<file path="config.mk">
export PLATFORM = sky130hd
export DESIGN_NAME = popcount_sequencer
export DESIGN_NICKNAME = d
export VERILOG_FILES = /design/src/rtl/popcount_pkg.sv /design/src/rtl/byte_buffer.sv /design/src/rtl/popcount_sequencer.sv
export SDC_FILE = /design/constraint.sdc
export NUM_CORES = 1
export LEC_CHECK = 0
export CORE_MARGIN = 2
export CORE_UTILIZATION = 35
export CTS_BUF_LIST = sky130_fd_sc_hd__clkbuf_8
export DETAILED_ROUTE_END_ITERATION = 16
export PLACE_DENSITY = 0.5
export SYNTH_ARGS = -nofsm -noshare
export SYNTH_HDL_FRONTEND = slang
export SYNTH_SLANG_ARGS = --single-unit
</file>
<file path="constraint.sdc">
create_clock -name clk -period 2.2 [get_ports clk]
set_input_delay 0.33 -clock clk [delete_from_list [all_inputs] [get_ports clk]]
set_output_delay 0.33 -clock clk [all_outputs]
set_load 0.01 [all_outputs]
</file>
<file path="src/rtl/popcount_pkg.sv">
// Shared types and default sizing for the popcount sequencer slice.
package popcount_pkg;

  localparam int DEF_DEPTH   = 16;
  localparam int DEF_ADDR_W  = 4;
  localparam int DEF_SUM_W   = 8;
  localparam int DEF_TIMEOUT = 64;

  typedef enum logic [2:0] {
    S_IDLE,
    S_ISSUE,
    S_WAIT_HI,
    S_RELEASE,
    S_WAIT_LO,
    S_FINISH
  } seq_state_t;

endpackage

</file>
<file path="src/rtl/byte_buffer.sv">
// DEPTH x 8 byte store: synchronous write, asynchronous read.
// Contents are intentionally not reset.
module byte_buffer #(
  parameter int DEPTH  = 16,
  parameter int ADDR_W = 4
) (
  input  logic              clk,
  input  logic              wr_en,
  input  logic [ADDR_W-1:0] wr_addr,
  input  logic [7:0]        wr_data,
  input  logic [ADDR_W-1:0] rd_addr,
  output logic [7:0]        rd_data
);

  logic [7:0] mem [DEPTH];

  always_ff @(posedge clk) begin
    if (wr_en) mem[wr_addr] <= wr_data;
  end

  assign rd_data = mem[rd_addr];

endmodule

</file>
<file path="src/rtl/popcount_sequencer.sv">
// Feeds buffered bytes to an external one-counter over a start/done level handshake
// and accumulates total ones, the largest per-byte count and its address.
module popcount_sequencer
  import popcount_pkg::*;
#(
  parameter int DEPTH   = DEF_DEPTH,
  parameter int ADDR_W  = DEF_ADDR_W,
  parameter int SUM_W   = DEF_SUM_W,
  parameter int TIMEOUT = DEF_TIMEOUT
) (
  input  logic              clk,
  input  logic              reset,
  input  logic              wr_en,
  input  logic [ADDR_W-1:0] wr_addr,
  input  logic [7:0]        wr_data,
  input  logic [ADDR_W:0]   len,
  input  logic              go,
  output logic [7:0]        cnt_in,
  output logic              cnt_start,
  input  logic [3:0]        cnt_num,
  input  logic              cnt_done,
  output logic [SUM_W-1:0]  total,
  output logic [3:0]        max_count,
  output logic [ADDR_W-1:0] max_addr,
  output logic              busy,
  output logic              done,
  output logic              error
);

  localparam int WD_W = $clog2(TIMEOUT + 1);

  seq_state_t        state;
  logic [ADDR_W-1:0] addr;
  logic [ADDR_W:0]   run_len;
  logic [ADDR_W:0]   len_c;
  logic [ADDR_W:0]   next_cnt;
  logic [WD_W-1:0]   wdog;
  logic [7:0]        rd_data;
  logic              wd_expired;

  byte_buffer #(.DEPTH(DEPTH), .ADDR_W(ADDR_W)) u_buf (
    .clk     (clk),
    .wr_en   (wr_en && !busy),
    .wr_addr (wr_addr),
    .wr_data (wr_data),
    .rd_addr (addr),
    .rd_data (rd_data)
  );

  assign len_c      = (len > (ADDR_W+1)'(DEPTH)) ? (ADDR_W+1)'(DEPTH) : len;
  assign next_cnt   = {1'b0, addr} + (ADDR_W+1)'(1);
  assign wd_expired = (wdog == WD_W'(TIMEOUT - 1));

  // The watchdog restarts on every state change so each wait phase gets a full TIMEOUT budget.
  always_ff @(posedge clk) begin
    if (!reset) begin
      state     <= S_IDLE;
      addr      <= '0;
      run_len   <= '0;
      wdog      <= '0;
      cnt_in    <= '0;
      cnt_start <= 1'b0;
      total     <= '0;
      max_count <= '0;
      max_addr  <= '0;
      busy      <= 1'b0;
      done      <= 1'b0;
      error     <= 1'b0;
    end else begin
      wdog <= wdog + WD_W'(1);
      case (state)
        S_IDLE: begin
          if (go) begin
            total     <= '0;
            max_count <= '0;
            max_addr  <= '0;
            error     <= 1'b0;
            addr      <= '0;
            run_len   <= len_c;
            wdog      <= '0;
            if (len_c == '0) begin
              done  <= 1'b1;
              state <= S_FINISH;
            end else begin
              busy  <= 1'b1;
              state <= S_ISSUE;
            end
          end
        end
        S_ISSUE: begin
          cnt_in    <= rd_data;
          cnt_start <= 1'b1;
          wdog      <= '0;
          state     <= S_WAIT_HI;
        end
        S_WAIT_HI: begin
          if (cnt_done) begin
            total <= total + SUM_W'(cnt_num);
            if (cnt_num > max_count) begin
              max_count <= cnt_num;
              max_addr  <= addr;
            end
            wdog  <= '0;
            state <= S_RELEASE;
          end else if (wd_expired) begin
            cnt_start <= 1'b0;
            error     <= 1'b1;
            busy      <= 1'b0;
            done      <= 1'b1;
            wdog      <= '0;
            state     <= S_FINISH;
          end
        end
        S_RELEASE: begin
          cnt_start <= 1'b0;
          wdog      <= '0;
          state     <= S_WAIT_LO;
        end
        // A done level left over from the previous byte must clear before the next issue.
        S_WAIT_LO: begin
          if (!cnt_done) begin
            wdog <= '0;
            if (next_cnt == run_len) begin
              busy  <= 1'b0;
              done  <= 1'b1;
              state <= S_FINISH;
            end else begin
              addr  <= next_cnt[ADDR_W-1:0];
              state <= S_ISSUE;
            end
          end else if (wd_expired) begin
            cnt_start <= 1'b0;
            error     <= 1'b1;
            busy      <= 1'b0;
            done      <= 1'b1;
            wdog      <= '0;
            state     <= S_FINISH;
          end
        end
        S_FINISH: begin
          if (!go) begin
            done  <= 1'b0;
            wdog  <= '0;
            state <= S_IDLE;
          end
        end
        default: begin
          state <= S_IDLE;
        end
      endcase
    end
  end

endmodule

</file>
==> run metrics, run 1 <==
worst voltage drop across the vdd grid=414.9 uV; first-pass GRT wire length=26.10 mm; portion of the post-synthesis area used by sequential elements=0.6404; Detailed Route WL=16.99 mm; RSZ-0062 raised after global routing=no; average via count per standard cell=5.185; commonest register cell after synthesis=sky130_fd_sc_hd__edfxtp_1; worst endpoint data arrival time=2.39 ns; fin crit period=2.055 ns; buffer count from post-CTS setup fixing=0; upper clock frequency limit=486.7 MHz; Overall Global Routing Usage=0.1575; remaining max-slew budget at the tightest pin=0.5513; final cell count without fillers=895; start-to-end type of the worst setup path=flip-flop to flip-flop; vias=4641; drt first-iter violations=296; nets in the synthesized netlist=557; total number of yosys warnings=0; fraction of final layout cells with drive strength greater than 1=0.1661; maximum number of pins on one net before global-route repair=20; number of enable flip-flop cells after synthesis=128; first-pass iteration count of the detailed router=5; library cell contributing the largest single delay on the critical path=sky130_fd_sc_hd__mux4_1; initial cell density of the core=0.3565; number of clock buffers inserted by TritonCTS=17; mean instance size in the synthesized netlist=14.37 um^2; number of cells produced by synthesis=520; Rows=53; hold slack final=0.4649 ns; TritonCTS Sinks=175; fraction of synthesis flops using an asynchronous set or reset pin=0; post-DR wirelength/cell=18.98 um; Clock Skew=0.01625 ns; CTS hold repair buffers=0; Max-Cap Viols=0; Ant. Diodes=0; CP Data Required Time=2.54 ns; number of nets with antenna violations after detailed routing=0; top library cells by usage in the layout, fill and taps aside=sky130_fd_sc_hd__edfxtp_1, sky130_fd_sc_hd__clkdlybuf4s50_1, sky130_fd_sc_hd__dfxtp_1, sky130_fd_sc_hd__nand2_1, sky130_fd_sc_hd__buf_4; clock input transition at the sequential cells of the worst setup and hold paths=0.10 ns; number of gates given a new drive strength after cts=0; count of buffers inserted at the top-level ports=53; # placed instances=864; drc violations=0; source-to-sink clock delay at the later pin of the worst-skew pair=0.46 ns; maximum single-stage delay on the critical path=0.61 ns; setup slack after layout=0.1452 ns; total congestion overflow after global routing=0; placed cell area=0.008552 mm^2; Post-Synthesis Cell Area=0.007471 mm^2; worst-path cell chain=buf_12 -> mux4_1 -> a22o_1 -> a221oi_1 -> o22ai_1; commonest non-fill, non-tap cell in the layout=sky130_fd_sc_hd__edfxtp_1; worst setup timing slack at the placement stage=-0.06944 ns; final hold violations=0; buffer type at the clock tree root=sky130_fd_sc_hd__clkbuf_8; flip-flop and latch count after synthesis=175; Buffers & Inverters on Critical Path=1; growth of design area from synthesis to finish=19.78%; kind of end point of the critical path=flip-flop; final weighted congestion of routability-driven global placement=0.7995; Finish-stage setup viols=0; Pwr per Cell Area=753.1 mW/mm^2; floorplan die area=0.02253 mm^2; floorplan die width=150.1 um; Die Ht=150.1 um; number of primary I/O pins=54; CTS tree=done; kind of start point of the critical path=flip-flop; run status=finished, final reports clean; Final Net Count=645; number of antenna violations at the first check in global routing=1; final design area excluding fillers=0.008949 mm^2; worst min-delay path class=flip-flop to flip-flop; Final period util=0.9340; leakage dissipation=2.962 nW; post-DP HPWL=11.57 mm; slew at the pin closest to its max-slew limit=0.6709 ns; critical path's top delay family=compound AO/OA/AOI/OAI gates; core area=0.02096 mm^2; deepest clock path buffer count=2; number of max-slew violations in the final report=0; highest net fanout along the worst path=12; vias in the first global route=4658; count of cell types in the netlist=63; Max H-tree Level=4; final core utilization=0.4270
[state kept, by name, summed over array words and instances, names as in the netlist]
register   flops
run_len        5
cnt_in         8
busy           1
state          3
max_addr       4
max_count      4
addr           4
wdog           7
cnt_start      1
total          8
u_buf.mem    128
error          1
done           1
[where the power goes]
group,leakage [nW],internal (W),switching [W]
clock network,0.200,0.000954,0.00130
logic,1.23,0.000347,0.000443
registers,1.54,0.00363,0.0000685
total,2.96,0.00493,0.00181
[layer usage]
layer  GRT usage  vias up  part of all wire
met4     0.04104        0            0.0089
met2      0.2648      114              0.49
met3     0.03424        9             0.042
li1            -     2211                 -
met5           0        -                 0
met1      0.2077     2307              0.46
[area by class of cell]
cell class	count	area, um^2
clock buffers	17	234.0
clock inverters	14	162.7
fillers	1914	12010
inverters	16	60.06
multi-input cells	303	2491
flip-flops and latches	175	4786
well taps	275	344.1
repair buffers	95	870.8
[through the flow]
step | setup TNS [ns] | power (W)
after global routing | 0 | 0.007033
after global placement | 0 | 0.004550
after detailed placement | -0.5011 | 0.004566
final | 0 | 0.006739
after floorplan | 0 | 0.004190
after CTS | 0 | 0.006817
[synth_stat cells (9+ instances only)]
cell type	number	area share
sky130_fd_sc_hd__nor3_1	9	0.0060
sky130_fd_sc_hd__dfxtp_1	47	0.13
sky130_fd_sc_hd__o22ai_1	9	0.0075
sky130_fd_sc_hd__nor2_1	37	0.019
sky130_fd_sc_hd__clkbuf_1	11	0.0055
sky130_fd_sc_hd__a21oi_1	18	0.012
sky130_fd_sc_hd__o31ai_1	10	0.010
sky130_fd_sc_hd__nand2b_1	9	0.0075
sky130_fd_sc_hd__ha_1	10	0.017
sky130_fd_sc_hd__edfxtp_1	128	0.51
sky130_fd_sc_hd__nand2_1	43	0.022
sky130_fd_sc_hd__mux4_2	20	0.060
sky130_fd_sc_hd__o21ai_0	21	0.014
sky130_fd_sc_hd__inv_1	16	0.0080
sky130_fd_sc_hd__mux4_1	12	0.042
[final timing paths]
kind                               from        end  slack (ns)  cells after the start
worst max-delay path            addr[0]  cnt_in[1]        0.15                      5
worst min-delay path            wdog[0]    wdog[0]        0.46                      1
worst min register to register  wdog[0]    wdog[0]        0.46                      1
worst max register to register  addr[0]  cnt_in[1]        0.15                      5
[kinds of logic after synthesis]
logic type,Yosys count,synth area share
XOR/XNOR,12,0.01507
AO/OA/AOI/OAI,107,0.09999
buffers and inverters,42,0.02613
adder cells (fa/ha/maj),11,0.01943
multiplexers,34,0.1052
AND/OR/NAND/NOR,139,0.09379
flip-flops,175,0.6404
Note: power is estimated with default switching activity, not from simulation.
==> run 2: changes to the inputs <==
- GPL_ROUTABILITY_DRIVEN: unset -> 0
- PLACE_DENSITY: 0.5 -> 0.52
- clock period: 2.2 -> 1.7 ns (I/O delays scaled with it)
==> run 2 against run 1 <==
Net effect: the flow now finishes with violations (setup timing); clock skew increased by 0.00068 ns; total power increased by 35%; clock power increased by 33%; critical path depth increased by 2; register-to-register slack got worse by 0.37 ns; utilization increased by 4.0 points; sequential cell count unchanged; non-clock buffer count increased by 64.
==> run metrics, run 2 (synthesis results as in run 1) <==
CTS tree=done; CTS hold repair buffers=0 (unchanged); Max H-tree Level=4 (unchanged); initial cell density of the core=0.3565 (unchanged); drc violations=0 (unchanged); placed cell area=0.009000 mm^2 (+5.2%); floorplan die width=150.1 um (unchanged); final design area excluding fillers=0.009797 mm^2 (+9.5%); floorplan die area=0.02253 mm^2 (unchanged); kind of start point of the critical path=flip-flop; post-DP HPWL=12.20 mm (+5.4%); upper clock frequency limit=520.0 MHz (+6.9%); failing checks=setup timing; final core utilization=0.4675 (+0.04048); Fill cells=1895 (-0.99%); vias=4880 (+5.1%); Finish-stage setup viols=14 (+14); worst voltage drop across the vdd grid=402.8 uV (-2.9%); first-pass iteration count of the detailed router=4 (-1); Pwr per Cell Area=925.4 mW/mm^2 (+23%); worst endpoint data arrival time=2.33 ns (-0.06 ns); area used by multi-input combinational logic=0.002740 mm^2 (+10%); first-pass GRT wire length=27.23 mm (+4.3%); highest net fanout along the worst path=4 (-8); hold path start=cnt_num[3]; total congestion overflow after global routing=0 (unchanged); TritonCTS Sinks=175 (unchanged); Final period util=1.131 (+0.1972); Rows=53 (unchanged); flip-flop and latch area=0.004810 mm^2 (+0.50%); CP Data Required Time=2.11 ns (-0.43 ns); number of antenna violations at the first check in global routing=0 (-1); setup slack after layout=-0.2231 ns (-0.3682 ns); Detailed Route WL=17.72 mm (+4.3%); worst min-delay path class=primary input to flip-flop; core area=0.02096 mm^2 (unchanged); growth of design area from synthesis to finish=31.13%; RSZ-0062 raised after global routing=yes; remaining max-slew budget at the tightest pin=0.3393 (-0.2120); clock input transition at the sequential cells of the worst setup and hold paths=0.11 ns (about the same); count of buffers inserted at the top-level ports=53 (unchanged); start-to-end type of the worst setup path=flip-flop to flip-flop; maximum number of pins on one net before global-route repair=22 (+10%); number of primary I/O pins=54 (unchanged); flip-flop count of the largest register, all copies and words added=128 (unchanged); Clock Skew=0.01693 ns (+0.0006765 ns); number of clock buffers inserted by TritonCTS=17 (unchanged); deepest clock path buffer count=2 (unchanged); total power of the final layout=0.009066 W (+35%); Reg with most FFs=u_buf.mem; fin crit period=1.923 ns (-0.1318 ns); Overall Global Routing Usage=0.1635 (+0.006005); buffer type at the clock tree root=sky130_fd_sc_hd__clkbuf_8; Ant. Diodes=0 (unchanged); hold slack final=0.4522 ns (-0.01273 ns); Final Net Count=709 (+9.9%); leakage dissipation=3.470 nW (+17%); Max-Cap Viols=0 (unchanged); top library cells by usage in the layout, fill and taps aside=sky130_fd_sc_hd__edfxtp_1, sky130_fd_sc_hd__buf_4, sky130_fd_sc_hd__nand2_1, sky130_fd_sc_hd__clkdlybuf4s50_1, sky130_fd_sc_hd__nor2_1; slew at the pin closest to its max-slew limit=0.9890 ns (+0.3181 ns); Die Ht=150.1 um (unchanged); fraction of final layout cells with drive strength greater than 1=0.3504 (+0.1842); number of nets with antenna violations after detailed routing=0 (unchanged); Critical Path Start=addr[0]; post-DR wirelength/cell=18.45 um (-2.8%); critical register-to-register path startpoint=addr[0]; leading registers by flop count=u_buf.mem: 128 flops, cnt_in: 8 flops, total: 8 flops; kind of end point of the critical path=flip-flop; setup TNS=-2.115 ns (-2.115 ns); source-to-sink clock delay at the later pin of the worst-skew pair=0.47 ns (about the same); commonest non-fill, non-tap cell in the layout=sky130_fd_sc_hd__edfxtp_1; run status=finished with violations; average via count per standard cell=5.083 (-2.0%); drt first-iter violations=307 (+3.7%); final hold violations=0 (unchanged); vias in the first global route=4895 (+5.1%); number of max-slew violations in the final report=0 (unchanged)
-- run 2: metrics by stage --
stage / cells / setup slack [ns]
after CTS: 953 / -0.2035
final: 960 / -0.2231
after global routing: 960 / -0.2752
after global placement: 918 / -0.5392
after floorplan: 520 / -0.09497
after detailed placement: 918 / -0.6260
-- run 2: what timing repair did --
item                                   in CTS  in global routing
gates cloned                                0                  0
setup endpoints to repair                  98                111
endpoints found under the hold margin       0                  0
pin swaps                                   3                 20
setup buffers                               3                  7
resized for setup                          46                 54
-- run 2: worst paths after layout --
check / slack (ns) / end / cells after the start
max: -0.22 / addr[2] / 7
min: 0.45 / max_count[3] / 3
max reg2reg: -0.22 / addr[2] / 7
min reg2reg: 0.48 / max_addr[2] / 2
-- run 2: cell type report --
cell class	count	share of cell area
timing repair buffer	159	0.1439
clock inverter	15	0.02031
sequential	175	0.4909
inverter	16	0.006130
clock buffer	17	0.02388
multi-input combinational	303	0.2797
tap	275	0.03512
-- run 2: per-layer routing --
metal  GRT usage  vias up  routed length, um
li1            -     2331                  -
met1      0.2247     2439               8121
met2      0.2616       89               8663
met3     0.03061       21                663
met4     0.05613        0                265
met5           0        -                  0
-- run 2: power by group --
| part | internal (W) | leakage, nW | total (W) | switching (W) |
|---|---|---|---|---|
| combinational | 0.000616 | 1.71 | 0.00128 | 0.000667 |
| sequential | 0.00470 | 1.54 | 0.00478 | 0.0000884 |
| clock | 0.00117 | 0.216 | 0.00300 | 0.00183 |
-- run 2: critical path: stages, from the launching register on --
cell	delay, ns
sky130_fd_sc_hd__dfxtp_4	0.39
sky130_fd_sc_hd__buf_6	0.12
sky130_fd_sc_hd__ha_4	0.28
sky130_fd_sc_hd__xnor2_2	0.10
sky130_fd_sc_hd__o211ai_2	0.13
sky130_fd_sc_hd__a211o_1	0.37
sky130_fd_sc_hd__a311o_1	0.35
sky130_fd_sc_hd__a21oi_2	0.13
==> run 3: changes to the inputs <==
- CORE_UTILIZATION: 35 -> 45
- PLACE_DENSITY: 0.52 -> 0.64
==> run 3 against run 2 <==
Net effect: the flow still finishes with violations (setup timing); largest cell class unchanged; fmax increased by 4.4%; critical path depth decreased by 1; clock power decreased by 5%; final area decreased by 1.4%; first-iteration DRC count increased by 26%; clock skew decreased by 0.0031 ns; total power decreased by 2.0%; sequential share of layout area increased by 0.63 points; sequential power about the same; cell count decreased by 6.6%; worst hold slack got worse by 0.26 ns.
==> run metrics, run 3 (synthesis results as in run 1) <==
clock input transition at the sequential cells of the worst setup and hold paths=0.08 ns (-0.03 ns); Final period util=1.083 (-0.04775); number of nets with antenna violations after detailed routing=0 (unchanged); Ant. Diodes=0 (unchanged); Reg with most FFs=u_buf.mem; leakage dissipation=3.351 nW (-3.4%); library cell contributing the largest single delay on the critical path=sky130_fd_sc_hd__mux4_2; Final Net Count=702 (-0.99%); Clock Skew=0.01383 ns (-0.003100 ns); RSZ-0062 raised after global routing=yes; Detailed Route WL=17.12 mm (-3.4%); drc violations=0 (unchanged); first-pass GRT wire length=26.07 mm (-4.3%); final hold violations=0 (unchanged); floorplan die width=132.9 um (-11%); vias=4933 (+1.1%); failing checks=setup timing; vias in the first global route=4955 (+1.2%); CP Data Required Time=2.02 ns (-0.09 ns); Overall Global Routing Usage=0.1960 (+0.03252); hold slack final=0.1902 ns (-0.2620 ns); slew at the pin closest to its max-slew limit=0.6769 ns (-0.3122 ns); setup TNS=-1.230 ns (+0.8843 ns); growth of design area from synthesis to finish=29.33%; first-pass iteration count of the detailed router=5 (+1); core area=0.01641 mm^2 (-22%); top library cells by usage in the layout, fill and taps aside=sky130_fd_sc_hd__edfxtp_1, sky130_fd_sc_hd__buf_4, sky130_fd_sc_hd__clkdlybuf4s50_1, sky130_fd_sc_hd__nand2_1, sky130_fd_sc_hd__nor2_1; drt first-iter violations=388 (+26%); hold path start=cnt_num[0]; CTS hold repair buffers=0 (unchanged); count of buffers inserted at the top-level ports=53 (unchanged); upper clock frequency limit=542.9 MHz (+4.4%); remaining max-slew budget at the tightest pin=0.5467 (+0.2074); number of primary I/O pins=54 (unchanged); Pwr per Cell Area=919.8 mW/mm^2 (-0.61%); portion of total power attributed to the clock network=0.320 (-0.011); net switching power=0.002168 W (-16%); number of max-slew violations in the final report=0 (unchanged); final cell count without fillers=897 (-6.6%); number of cells on the worst reg-to-reg path=6 (-1); start-to-end type of the worst setup path=flip-flop to flip-flop; fraction of final layout cells with drive strength greater than 1=0.3368 (-0.01359); # placed instances=860 (-6.3%); deepest clock path buffer count=2 (unchanged); initial cell density of the core=0.4553 (+0.09883); switching portion of total power=0.2440 (-0.04102); sequential power share=0.537 (+0.009); critical register-to-register path startpoint=addr[0]; Min-Delay Path Depth=4 (+1); commonest non-fill, non-tap cell in the layout=sky130_fd_sc_hd__edfxtp_1; fin crit period=1.842 ns (-0.08117 ns); leading registers by flop count=u_buf.mem: 128 flops, cnt_in: 8 flops, total: 8 flops; Crit Reg-Reg Endpoint=cnt_in[4]; worst hold endpoint=max_count[0]; TritonCTS Sinks=175 (unchanged); Rows=47 (-11%); worst min-delay path class=primary input to flip-flop; floorplan die area=0.01765 mm^2 (-22%); source-to-sink clock delay at the later pin of the worst-skew pair=0.45 ns (-0.02 ns); average via count per standard cell=5.499 (+8.2%); run status=finished with violations; kind of start point of the critical path=flip-flop; Finish-stage setup viols=13 (-1); flop2flop setup slack=-0.14 ns (+0.08 ns); post-DR wirelength/cell=19.08 um (+3.4%); maximum number of pins on one net before global-route repair=20 (-9.1%); post-DP HPWL=11.61 mm (-4.8%); Max-Cap Viols=0 (unchanged); worst endpoint data arrival time=2.17 ns (-0.16 ns); worst-path cell chain=buf_12 -> buf_6 -> mux4_2 -> a22o_1 -> a221oi_2 -> o22ai_1; number of clock buffers inserted by TritonCTS=17 (unchanged); total congestion overflow after global routing=0 (unchanged); CTS tree=done; highest net fanout along the worst path=11 (+7); number of antenna violations at the first check in global routing=0 (unchanged); kind of end point of the critical path=flip-flop; buffer type at the clock tree root=sky130_fd_sc_hd__clkbuf_8; final core utilization=0.5889 (+0.1214); Die Ht=132.9 um (-11%); Gate power share=0.143 (+0.002); flip-flop count of the largest register, all copies and words added=128 (unchanged); internal power=0.006719 W (+3.6%); setup slack after layout=-0.1419 ns (+0.08117 ns); maximum single-stage delay on the critical path=0.48 ns (+0.09 ns); Max H-tree Level=4 (unchanged); worst voltage drop across the vdd grid=579.9 uV (+44%)
run 3: worst max-delay path: cells and delay by family, from the launching register on:
kind	cells	cell delay, ns
mux	1	0.48
flops	1	0.38
buf+inv	2	0.27
compound gates	3	0.59
run 3: area by class of cell:
class | instances | area [um^2]
fill | 1264 | 6745
clock buffer | 17 | 234.0
inverter | 16 | 60.06
clock inverter | 14 | 153.9
sequential | 175 | 4805
multi-input combinational | 303 | 2769
timing repair buffer | 152 | 1365
tap | 220 | 275.3
run 3: timing repair:
action                     CTS  global route
setup buffers                2             4
resized for setup           40            46
setup endpoints to repair   48           103
pin swaps                   12            14
run 3: per-stage QoR:
stage          area [um^2]  worst slack [ns]  total power, W
6_report              9662           -0.1419        0.008887
2_1_floorplan         7526          -0.09497        0.005435
5_1_grt               9662           -0.2077        0.009221
3_5_place_dp          8934           -0.6099        0.006040
3_3_place_gp          8934           -0.4244        0.006014
4_1_cts               9464           -0.1472        0.008883
run 3: power groups by stage:
stage                     clock (W)  sequential [W]  combinational (W)
after floorplan                   0         0.00486           0.000572
after global placement            0         0.00486            0.00115
after detailed placement          0         0.00487            0.00117
after CTS                   0.00290         0.00477            0.00121
after global routing        0.00306         0.00479            0.00137
final                       0.00284         0.00477            0.00127
run 3: how the worst max path moves through the flow:
stage / start / end / slack [ns] / cells after the start
floorplan: busy / u_buf.mem[13][0] / -0.09 / 3
global placement: cnt_num[1] / max_addr[1] / -0.42 / 8
detailed placement: cnt_num[1] / max_addr[1] / -0.61 / 8
CTS: addr[0] / cnt_in[6] / -0.15 / 5
global route: addr[0] / cnt_in[6] / -0.21 / 6
finish: addr[0] / cnt_in[4] / -0.14 / 6
run 3: layer usage:
| metal | global-route usage | vias to the layer above | share of wire |
|---|---|---|---|
| met5 | 0 | - | 0 |
| met3 | 0.03487 | 18 | 0.040 |
| met4 | 0.06691 | 0 | 0.013 |
| li1 | - | 2309 | - |
| met1 | 0.2521 | 2469 | 0.43 |
| met2 | 0.3368 | 137 | 0.51 |
